## config.mk

```make
export PLATFORM = sky130hd
export DESIGN_NAME = conv2d_core_acc
export DESIGN_NICKNAME = d
export VERILOG_FILES = /design/src/rtl/conv2d_core_acc.sv
export SDC_FILE = /design/constraint.sdc
export NUM_CORES = 2
export LEC_CHECK = 0
export BUFFER_PORTS_ARGS = -buffer_cell sky130_fd_sc_hd__buf_2
export CORE_MARGIN = 8
export CORE_UTILIZATION = 45
export CTS_CLUSTER_SIZE = 40
export DETAILED_ROUTE_END_ITERATION = 8
export PLACE_DENSITY_LB_ADDON = 0.2
export REMOVE_ABC_BUFFERS = 1
export SYNTH_ARGS = -nofsm -noshare
export SYNTH_HDL_FRONTEND = slang
export SYNTH_SLANG_ARGS = --single-unit
```

## constraint.sdc

```tcl
create_clock -name clk -period 23.3 [get_ports clk]
set_clock_uncertainty 0.2 [all_clocks]
set_input_delay 1.165 -clock clk [delete_from_list [all_inputs] [get_ports clk]]
set_output_delay 1.165 -clock clk [all_outputs]
set_load 0.1 [all_outputs]
```

## src/rtl/conv2d_core_acc.sv

```systemverilog
// Convolution core: per-beat data x weight products, channel reduction, windowed
// accumulation per kernel, then arithmetic shift, optional ReLU and saturation.
module conv2d_core_acc #(
    parameter int BIT_WIDTH   = 8,
    parameter int NUM_CHANNEL = 3,
    parameter int NUM_KERNEL  = 4,
    parameter int ACC_WIDTH   = 32,
    parameter int CNT_WIDTH   = 8
) (
    input  logic                                        clk,
    input  logic                                        rst,
    input  logic [CNT_WIDTH-1:0]                        i_conf_cnt,
    input  logic [4:0]                                  i_conf_shift,
    input  logic                                        i_conf_relu,
    input  logic                                        i_conf_val,
    input  logic [BIT_WIDTH*NUM_CHANNEL-1:0]            i_data,
    input  logic                                        i_data_val,
    input  logic [BIT_WIDTH*NUM_CHANNEL*NUM_KERNEL-1:0] i_weight,
    input  logic                                        i_weight_val,
    output logic                                        o_ready,
    output logic [BIT_WIDTH*NUM_KERNEL-1:0]             o_psum,
    output logic                                        o_psum_val,
    output logic [NUM_KERNEL-1:0]                       o_sat,
    output logic                                        o_conf_err
);

    localparam int PROD_W = 2 * BIT_WIDTH;
    localparam int SUM_W  = PROD_W + $clog2(NUM_CHANNEL);
    localparam int W_W    = BIT_WIDTH * NUM_CHANNEL * NUM_KERNEL;
    localparam logic signed [ACC_WIDTH-1:0] PSUM_MAX = ACC_WIDTH'((1 << (BIT_WIDTH - 1)) - 1);
    localparam logic signed [ACC_WIDTH-1:0] PSUM_MIN = ~PSUM_MAX;

    typedef enum logic {
        S_IDLE,
        S_RUN
    } state_e;

    state_e                       state_q, state_d;
    logic                         conf_accept, conf_reject, beat_accept, pipe_idle;
    logic [CNT_WIDTH-1:0]         n_q, n_d, cnt_q, cnt_d;
    logic [4:0]                   shift_q, shift_d;
    logic                         relu_q, relu_d;
    logic [W_W-1:0]               w_q, w_d;
    logic                         beat_first, beat_last;

    logic                         s1_val_q, s1_first_q, s1_last_q;
    logic signed [PROD_W-1:0]     prod_d [NUM_KERNEL][NUM_CHANNEL];
    logic signed [PROD_W-1:0]     prod_q [NUM_KERNEL][NUM_CHANNEL];
    logic                         s2_val_q, s2_last_q;
    logic signed [ACC_WIDTH-1:0]  acc_d [NUM_KERNEL];
    logic signed [ACC_WIDTH-1:0]  acc_q [NUM_KERNEL];
    logic                         s3_val_q;
    logic signed [ACC_WIDTH-1:0]  r_d [NUM_KERNEL];
    logic signed [ACC_WIDTH-1:0]  r_q [NUM_KERNEL];

    logic [BIT_WIDTH*NUM_KERNEL-1:0] psum_d, psum_q;
    logic [NUM_KERNEL-1:0]           sat_hit, sat_d, sat_q;
    logic                            psum_val_q, conf_err_q;

    // A config reload is only safe between windows with nothing left to accumulate.
    assign pipe_idle = (cnt_q == '0) && !s1_val_q && !s2_val_q;

    // NOTE: every combinational output gets a default first so no latch is inferred.
    always_comb begin
        state_d     = state_q;
        o_ready     = 1'b0;
        conf_accept = 1'b0;
        conf_reject = 1'b0;
        case (state_q)
            S_IDLE: begin
                if (i_conf_val) begin
                    conf_accept = 1'b1;
                    state_d     = S_RUN;
                end
            end
            S_RUN: begin
                o_ready = 1'b1;
                if (i_conf_val) begin
                    conf_accept = pipe_idle;
                    conf_reject = !pipe_idle;
                end
            end
            default: state_d = S_IDLE;
        endcase
    end

    always_comb begin
        n_d     = n_q;
        shift_d = shift_q;
        relu_d  = relu_q;
        if (conf_accept) begin
            n_d     = (i_conf_cnt == '0) ? CNT_WIDTH'(1) : i_conf_cnt;
            shift_d = i_conf_shift;
            relu_d  = i_conf_relu;
        end
        beat_accept = i_data_val && o_ready;
        beat_first  = (cnt_q == '0);
        beat_last   = (cnt_q == n_d - CNT_WIDTH'(1));
        cnt_d       = cnt_q;
        if (beat_accept) begin
            cnt_d = beat_last ? '0 : cnt_q + CNT_WIDTH'(1);
        end
        w_d = i_weight_val ? i_weight : w_q;
    end

    // Products use w_d so a weight load in the same cycle as a beat takes effect at once.
    always_comb begin
        for (int k = 0; k < NUM_KERNEL; k++) begin
            for (int c = 0; c < NUM_CHANNEL; c++) begin
                prod_d[k][c] = PROD_W'($signed(w_d[(k*NUM_CHANNEL+c)*BIT_WIDTH +: BIT_WIDTH]))
                             * PROD_W'($signed(i_data[c*BIT_WIDTH +: BIT_WIDTH]));
            end
        end
    end

    always_comb begin : stage2_comb
        logic signed [SUM_W-1:0] sum;
        for (int k = 0; k < NUM_KERNEL; k++) begin
            sum = '0;
            for (int c = 0; c < NUM_CHANNEL; c++) begin
                sum = sum + SUM_W'(prod_q[k][c]);
            end
            acc_d[k] = s1_first_q ? ACC_WIDTH'(sum) : acc_q[k] + ACC_WIDTH'(sum);
        end
    end

    always_comb begin
        for (int k = 0; k < NUM_KERNEL; k++) begin
            r_d[k] = acc_q[k] >>> shift_q;
            if (relu_q && r_d[k][ACC_WIDTH-1]) begin
                r_d[k] = '0;
            end
        end
    end

    always_comb begin
        psum_d  = psum_q;
        sat_hit = '0;
        for (int k = 0; k < NUM_KERNEL; k++) begin
            if (r_q[k] > PSUM_MAX) begin
                psum_d[k*BIT_WIDTH +: BIT_WIDTH] = PSUM_MAX[BIT_WIDTH-1:0];
                sat_hit[k] = 1'b1;
            end else if (r_q[k] < PSUM_MIN) begin
                psum_d[k*BIT_WIDTH +: BIT_WIDTH] = PSUM_MIN[BIT_WIDTH-1:0];
                sat_hit[k] = 1'b1;
            end else begin
                psum_d[k*BIT_WIDTH +: BIT_WIDTH] = r_q[k][BIT_WIDTH-1:0];
            end
        end
        // A new config starts a fresh sticky history.
        sat_d = conf_accept ? '0 : (sat_q | (s3_val_q ? sat_hit : '0));
    end

    // NOTE: sequential state uses non-blocking assignments so every register
    // samples the pre-edge values of the others.
    always_ff @(posedge clk or posedge rst) begin
        if (rst) begin
            state_q    <= S_IDLE;
            n_q        <= '0;
            shift_q    <= '0;
            relu_q     <= 1'b0;
            cnt_q      <= '0;
            w_q        <= '0;
            s1_val_q   <= 1'b0;
            s1_first_q <= 1'b0;
            s1_last_q  <= 1'b0;
            s2_val_q   <= 1'b0;
            s2_last_q  <= 1'b0;
            s3_val_q   <= 1'b0;
            psum_q     <= '0;
            psum_val_q <= 1'b0;
            sat_q      <= '0;
            conf_err_q <= 1'b0;
            // NOTE: the datapath arrays are reset too, so a reset mid-window
            // leaves no stale partial sums behind.
            for (int k = 0; k < NUM_KERNEL; k++) begin
                acc_q[k] <= '0;
                r_q[k]   <= '0;
                for (int c = 0; c < NUM_CHANNEL; c++) begin
                    prod_q[k][c] <= '0;
                end
            end
        end else begin
            state_q    <= state_d;
            n_q        <= n_d;
            shift_q    <= shift_d;
            relu_q     <= relu_d;
            cnt_q      <= cnt_d;
            w_q        <= w_d;
            s1_val_q   <= beat_accept;
            s1_first_q <= beat_first;
            s1_last_q  <= beat_last;
            if (beat_accept) begin
                prod_q <= prod_d;
            end
            s2_val_q  <= s1_val_q;
            s2_last_q <= s1_val_q && s1_last_q;
            if (s1_val_q) begin
                acc_q <= acc_d;
            end
            s3_val_q <= s2_val_q && s2_last_q;
            if (s2_val_q && s2_last_q) begin
                r_q <= r_d;
            end
            psum_val_q <= s3_val_q;
            if (s3_val_q) begin
                psum_q <= psum_d;
            end
            sat_q      <= sat_d;
            conf_err_q <= conf_reject;
        end
    end

    assign o_psum     = psum_q;
    assign o_psum_val = psum_val_q;
    assign o_sat      = sat_q;
    assign o_conf_err = conf_err_q;

endmodule

```

* Word-level counts from Yosys, hierarchy flattened
Index checks and enable logic that the tools add are counted.
** Storage, ports and cells
- Bits in registers :: 611
- Input port bits :: 139
- Output and inout bits :: 39
- Logic and storage cells :: 128
** Cells by class
- $add $sub $neg :: 14
- Multiply operators :: 12
- $lt $le $gt $ge :: 8
- Equal/unequal tests :: 1
- Shift-type cells :: 4
- Mux-type cells :: 37
- Bitwise gates (word level) :: 2
- Reductions and logical operators :: 14
** Operators by type and width (count)
- 32-bit 2-to-1 mux :: 8
- 8-bit by 8-bit multiplier with 16-bit output :: 12
- 32-bit by 18-bit adder with 32-bit output :: 4
- 32-bit by 8-bit > comparator with 1-bit output, second input constant :: 4
- 32-bit by 8-bit less-than comparator with 1-bit output, second input constant :: 4
- 32-bit by 5-bit >>> shifter with 32-bit output :: 4
- 96-bit 2-to-1 mux :: 1
- 8-bit 2-to-1 mux :: 11
- 17-bit by 16-bit adder with 18-bit output :: 4
- 16-bit by 16-bit adder with 17-bit output :: 4
- 8-bit logical NOT :: 2
- 1-bit 2-to-1 mux :: 14
- 1-bit logical AND :: 9
- 8-bit by 1-bit adder with 8-bit output, second input constant :: 1
- 8-bit == test :: 1
- 4-bit 2-to-1 mux :: 2
- 8-bit by 1-bit subtractor with 8-bit output, second input constant :: 1
- 4-bit OR :: 1
- 1-bit logical NOT :: 3
- 1-bit case mux with 2 select lines :: 1
- 1-bit inverter :: 1

* Depth between registers and ports, before layout
- Depth in word-level cells :: 9
- Depth in mapped cells :: 27
- Mapped depth without buffers :: 27

* Least setup slack after synthesis
Ideal clock, no wire load.
- Path type :: input to register
- Start point :: input i_weight_val
- End point :: register prod_q[191] (netlist name)
- Setup time :: 0.133 ns
- Data arrival time :: 6.523 ns
- Data required time :: 22.967 ns
- Slack :: 16.444 ns
- Stages :: 23
- Path buffers :: 3
- Path through :: clkbuf_1 > clkbuf_1 > buf_1 > mux2i_1 > nand2_1 > fa_1 > fa_1 > inv_1 > fa_1 > inv_1 > fa_1 > inv_1 > ha_1 > inv_1 > o21ai_0 > a21oi_1 > nand2b_1 > a21oi_1 > nor3_1 > nor2_1 > o41ai_1 > xnor2_1 > o21ai_0
** Between the ends
- Word-level cells in the longest chain between the ends :: 2
** Ends and longest elaborated chain
- start: declaration :: line 19 : input logic i_weight_val,
- 96-bit 2-to-1 mux :: line 103 : w_d = i_weight_val ? i_weight : w_q;
- 8-bit by 8-bit multiplier with 16-bit output :: line 111 : * PROD_W'($signed(i_data[c*BIT_WIDTH +: BIT_WIDTH]));
- end signal: assignment :: line 194 : prod_q <= prod_d;
- end: declaration :: line 48 : logic signed [PROD_W-1:0] prod_q [NUM_KERNEL][NUM_CHANNEL];
No other way between the ends.
A chain may end at the register's enable or synchronous reset.

* Worst setup path in the final report
- Start point :: register prod_q[49] (netlist name)
- End point :: register acc_q[63] (netlist name)
** Between the ends
- Word-level cells in the longest chain between the ends :: 3
** Ends and longest elaborated chain
- 17-bit by 16-bit adder with 18-bit output * :: line 121 : sum = sum + SUM_W'(prod_q[k][c]);
- 32-bit by 18-bit adder with 32-bit output :: line 123 : acc_d[k] = s1_first_q ? ACC_WIDTH'(sum) : acc_q[k] + ACC_WIDTH'(sum);
- 32-bit 2-to-1 mux * :: line 123
- end signal: indexed assignment :: line 177 : acc_q[k] <= '0;
- end signal: assignment :: line 199 : acc_q <= acc_d;
- end: declaration :: line 51 : logic signed [ACC_WIDTH-1:0] acc_q [NUM_KERNEL];
Mark *: on every way between the ends. The rest lies on a longest branch, timed or not.

==> flow_summary_export.csv <==
group,metric,value,unit
cells_and_area,n_fill_cell,14680,
setup_path,required,23.68,ns
logic_synthesis,synth_edf_count,0,
global_route,grt_overflow_total,0,
clocking,htree_num_levels,3,
setup_path,cp.depth,24,
setup_path,worstReg2RegEnd,"acc_q[63]",
sta,worstMarginPinSlew,1.173,ns
logic_synthesis,synth_compound_area_share,13.07,%
logic_synthesis,netlist.area_leader.share,22.12,%
setup_path,slowest_stage,"nand2_1",
logic_synthesis,async_flop_share,100.0,%
setup_path,arrival,7.79,ns
sta,finalCritPeriodShare,31.82,%
routing,first_pass_iters,5,
logic_synthesis,yosys.cell_types.count,81,
sta,fin_ws,15.89,ns
logic_synthesis,synth-xor-area-share,4.291,%
setup_path,rr_worst_depth,24,
setup_path,critPathLaunch,"prod_q[49]",
clocking,ctsResizeCount,0,
clocking,cts.reportedPaths.clkPinSlew,0.06,ns
clocking,numCtsBuffers,81,
status,outcome,"finished, final reports clean",
floorplan,core,153300,um2
global_route,grt_pass1_wl,293800,um
clocking,cts_root_buf,"clkbuf_16",
floorplan,rows,144,
routing,drt_iter0_drc,3267,
routing,wirelength,178900,um
cells_and_area,drive_above_1_share,7.555,%
min_path,holdCritStartpoint,"s1_last_q",
setup_path,r2r_start,"prod_q[49]",
logic_synthesis,postSynthAreaPerCell,8.946,um2
sta,fin_crit,7.414,ns
global_route,grt_max_degree,239,
setup_path,critPathMaxStageDelay,0.77,ns
logic_synthesis,ys.flop_type,"dfrtp_1",
routing,route.detailed.drc,0,
clocking,clock_path_buffers,3,
routing,route.met3.wl,7646,um
setup_path,worstSetupEndpoint,"acc_q[63]",
clocking,cts_tree,"yes",
placed_design,io_buffers,177,
logic_synthesis,ys_seq_area_share,22.12,%
floorplan,io_pins,178,
sta,fmax,0.1349,GHz
floorplan,initial_core_util,45.08,%
routing,met1_length,83330,um
logic_synthesis,netlist_area,69110,um2
routing,viasPerCell,5.334,
setup_path,cp_cell_sequence,"inv_1 > fa_1 > inv_1 > ha_1 > fa_1 > a21o_1 > a21oi_1 > o21bai_1 > a2111oi_0 > o31ai_1 > a21oi_1 > o2111ai_1 > nand2_1 > ha_1 > and3_1 > a221o_1 > a21oi_1 > o31a_1 > o211ai_1 > a31o_2 > and4_1 > a2111oi_2 > mux2i_1 > or3_1",
logic_synthesis,yosysWarningCount,0,
logic_synthesis,syn_inst,7726,
cells_and_area,seqCellArea,15310,um2
logic_synthesis,muxShareOfSynthArea,6.179,%
global_route,grt_antenna_before_repair,2,
clocking,post_cts_buffers,0,
setup_path,r2r_setup_slack,15.89,ns
setup_path,cp_common_cell,"a21oi_1",
cells_and_area,multi_input_area,48650,um2
setup_path,start_kind,"flip-flop",
routing,vias,52370,
logic_synthesis,synth_adder_area_share,31.32,%
placed_design,place_hpwl,138400,um
sta,setup_viol,0,
sta,tns,0,ns
setup_path,cp_max_fo,23,
sta,drv_slew,0,
logic_synthesis,synthSimpleGateAreaFrac,15.51,%
placed_design,place.gp.congestion,0.8653,
setup_path,path_class,"reg -> reg",
global_route,grt_usage,21.44,%
sta,rsz0062_at_grt,"no",
clocking,cts_sinks,611,
routing,topRoutingLayerUsed,"met4",
sta,final_hold_viol_count,0,
routing,final_antenna_net_count,0,
routing,met2_length,83760,um
floorplan,die_area,166400,um2
cells_and_area,syn2layout_area_growth,7.995,%
setup_path,cp_num_buf_inv,2,
global_route,grt_pass1_vias,53790,
cells_and_area,fin_nets,9137,
clocking,cts_hold_buf,0,
logic_synthesis,synth_area_leaders,"dfrtp_1 (22%), fa_1 (21%), ha_1 (10%)",
sta,slew_headroom,21.77,%
logic_synthesis,synth_top_cell_by_area,"dfrtp_1",
floorplan,die_height,407.9,um
clocking,clkLatencyLatePin,0.69,ns
run,drv_cap,0,
min_path,min_path_type,"reg -> reg",
routing,wire_per_inst,18.22,um
logic_synthesis,synth_top_family_by_area,"adder cells",
setup_path,critPathTopFamily,"compound AO/OA/AOI/OAI gates",
logic_synthesis,ys_ff_latch,611,
setup_path,cp-end-kind,"flip-flop",
floorplan,die_w,407.9,um
placed_design,dp_slack,15.70,ns
-- area by class of cell --
cell class / instances / share of cell area (%)
multi-input cells: 5735 / 65.18
inverters: 1055 / 5.319
diodes: 3 / 0.01006
clock inverters: 36 / 0.7476
repair buffers: 223 / 1.691
clock buffers: 110 / 3.105
well taps: 2044 / 3.426
flip-flops and latches: 611 / 20.52
-- placed cells by master (no fill, tap or decap), drive strengths merged, types with 34 or more instances in the layout --
master,n
inv,1056
nand2,939
fa,732
dfrtp,611
ha,559
o21ai,498
a21oi,459
nor2,427
and2,368
xnor2,227
buf,223
nor2b,193
mux2i,187
a21o,116
mux2,113
clkbuf,110
xor2,109
a22o,64
nor3,62
mux4,50
o31ai,49
nand2b,45
nand3,45
nand4,41
a211oi,40
a31oi,36
and3,35
o21a,34
o211ai,34
-- cells by family after synthesis --
family	count (synthesis)
AO/OA/AOI/OAI	1491
AND/OR/NAND/NOR	2266
flip-flops	611
buffers and inverters	1380
adder cells (fa/ha/maj)	1291
XOR/XNOR	337
multiplexers	350
-- synthesized netlist by cell type, drive strengths merged, types with 109 or more instances --
library cell	n
inv	1053
nand2	939
fa	732
dfrtp	611
ha	559
o21ai	498
a21oi	459
nor2	427
and2	368
clkbuf	285
xnor2	227
nor2b	193
mux2i	187
a21o	116
mux2	113
xor2	109
-- sequential cells by signal (all words and copies together), names as in the netlist --
register / count
acc_q: 128
cnt_q: 8
n_q: 8
o_conf_err: 1
o_psum: 32
o_psum_val: 1
o_sat: 4
prod_q: 192
r_q: 128
relu_q: 1
s1_first_q: 1
s1_last_q: 1
s1_val_q: 1
s2_last_q: 1
s2_val_q: 1
s3_val_q: 1
shift_q: 5
state_q: 1
w_q: 96
-- through the flow --
stage	cell area [um2]	hold slack [ns]	utilization, %	std cells
after floorplan	67890	0.2337	-	7401
after global placement	71760	0.2391	46.80	9668
after detailed placement	71760	0.2444	46.80	9668
after CTS	74630	0.2582	48.67	9814
after global routing	74630	0.2812	48.67	9814
final	74640	0.2533	48.68	9817
-- worst min path at each step --
| stage | to | slack [ns] | cells past startpoint |
|---|---|---|---|
| 4_1_cts | s2_last_q | 0.26 | 1 |
| 5_1_grt | s2_last_q | 0.28 | 1 |
| 2_1_floorplan | s2_last_q | 0.23 | 1 |
| 3_3_place_gp | s2_last_q | 0.24 | 1 |
| 6_report | s2_last_q | 0.25 | 1 |
| 3_5_place_dp | s2_last_q | 0.24 | 1 |
-- layer usage --
layer / track usage [%] / vias up
met2: 35.42 / 922
met5: 0 / -
li1: - / 25360
met1: 30.04 / 25880
met3: 2.624 / 204
met4: 5.317 / 0
Power is not shown: default switching activity piles up to over one toggle a cycle in this logic, so the estimate is an artifact.
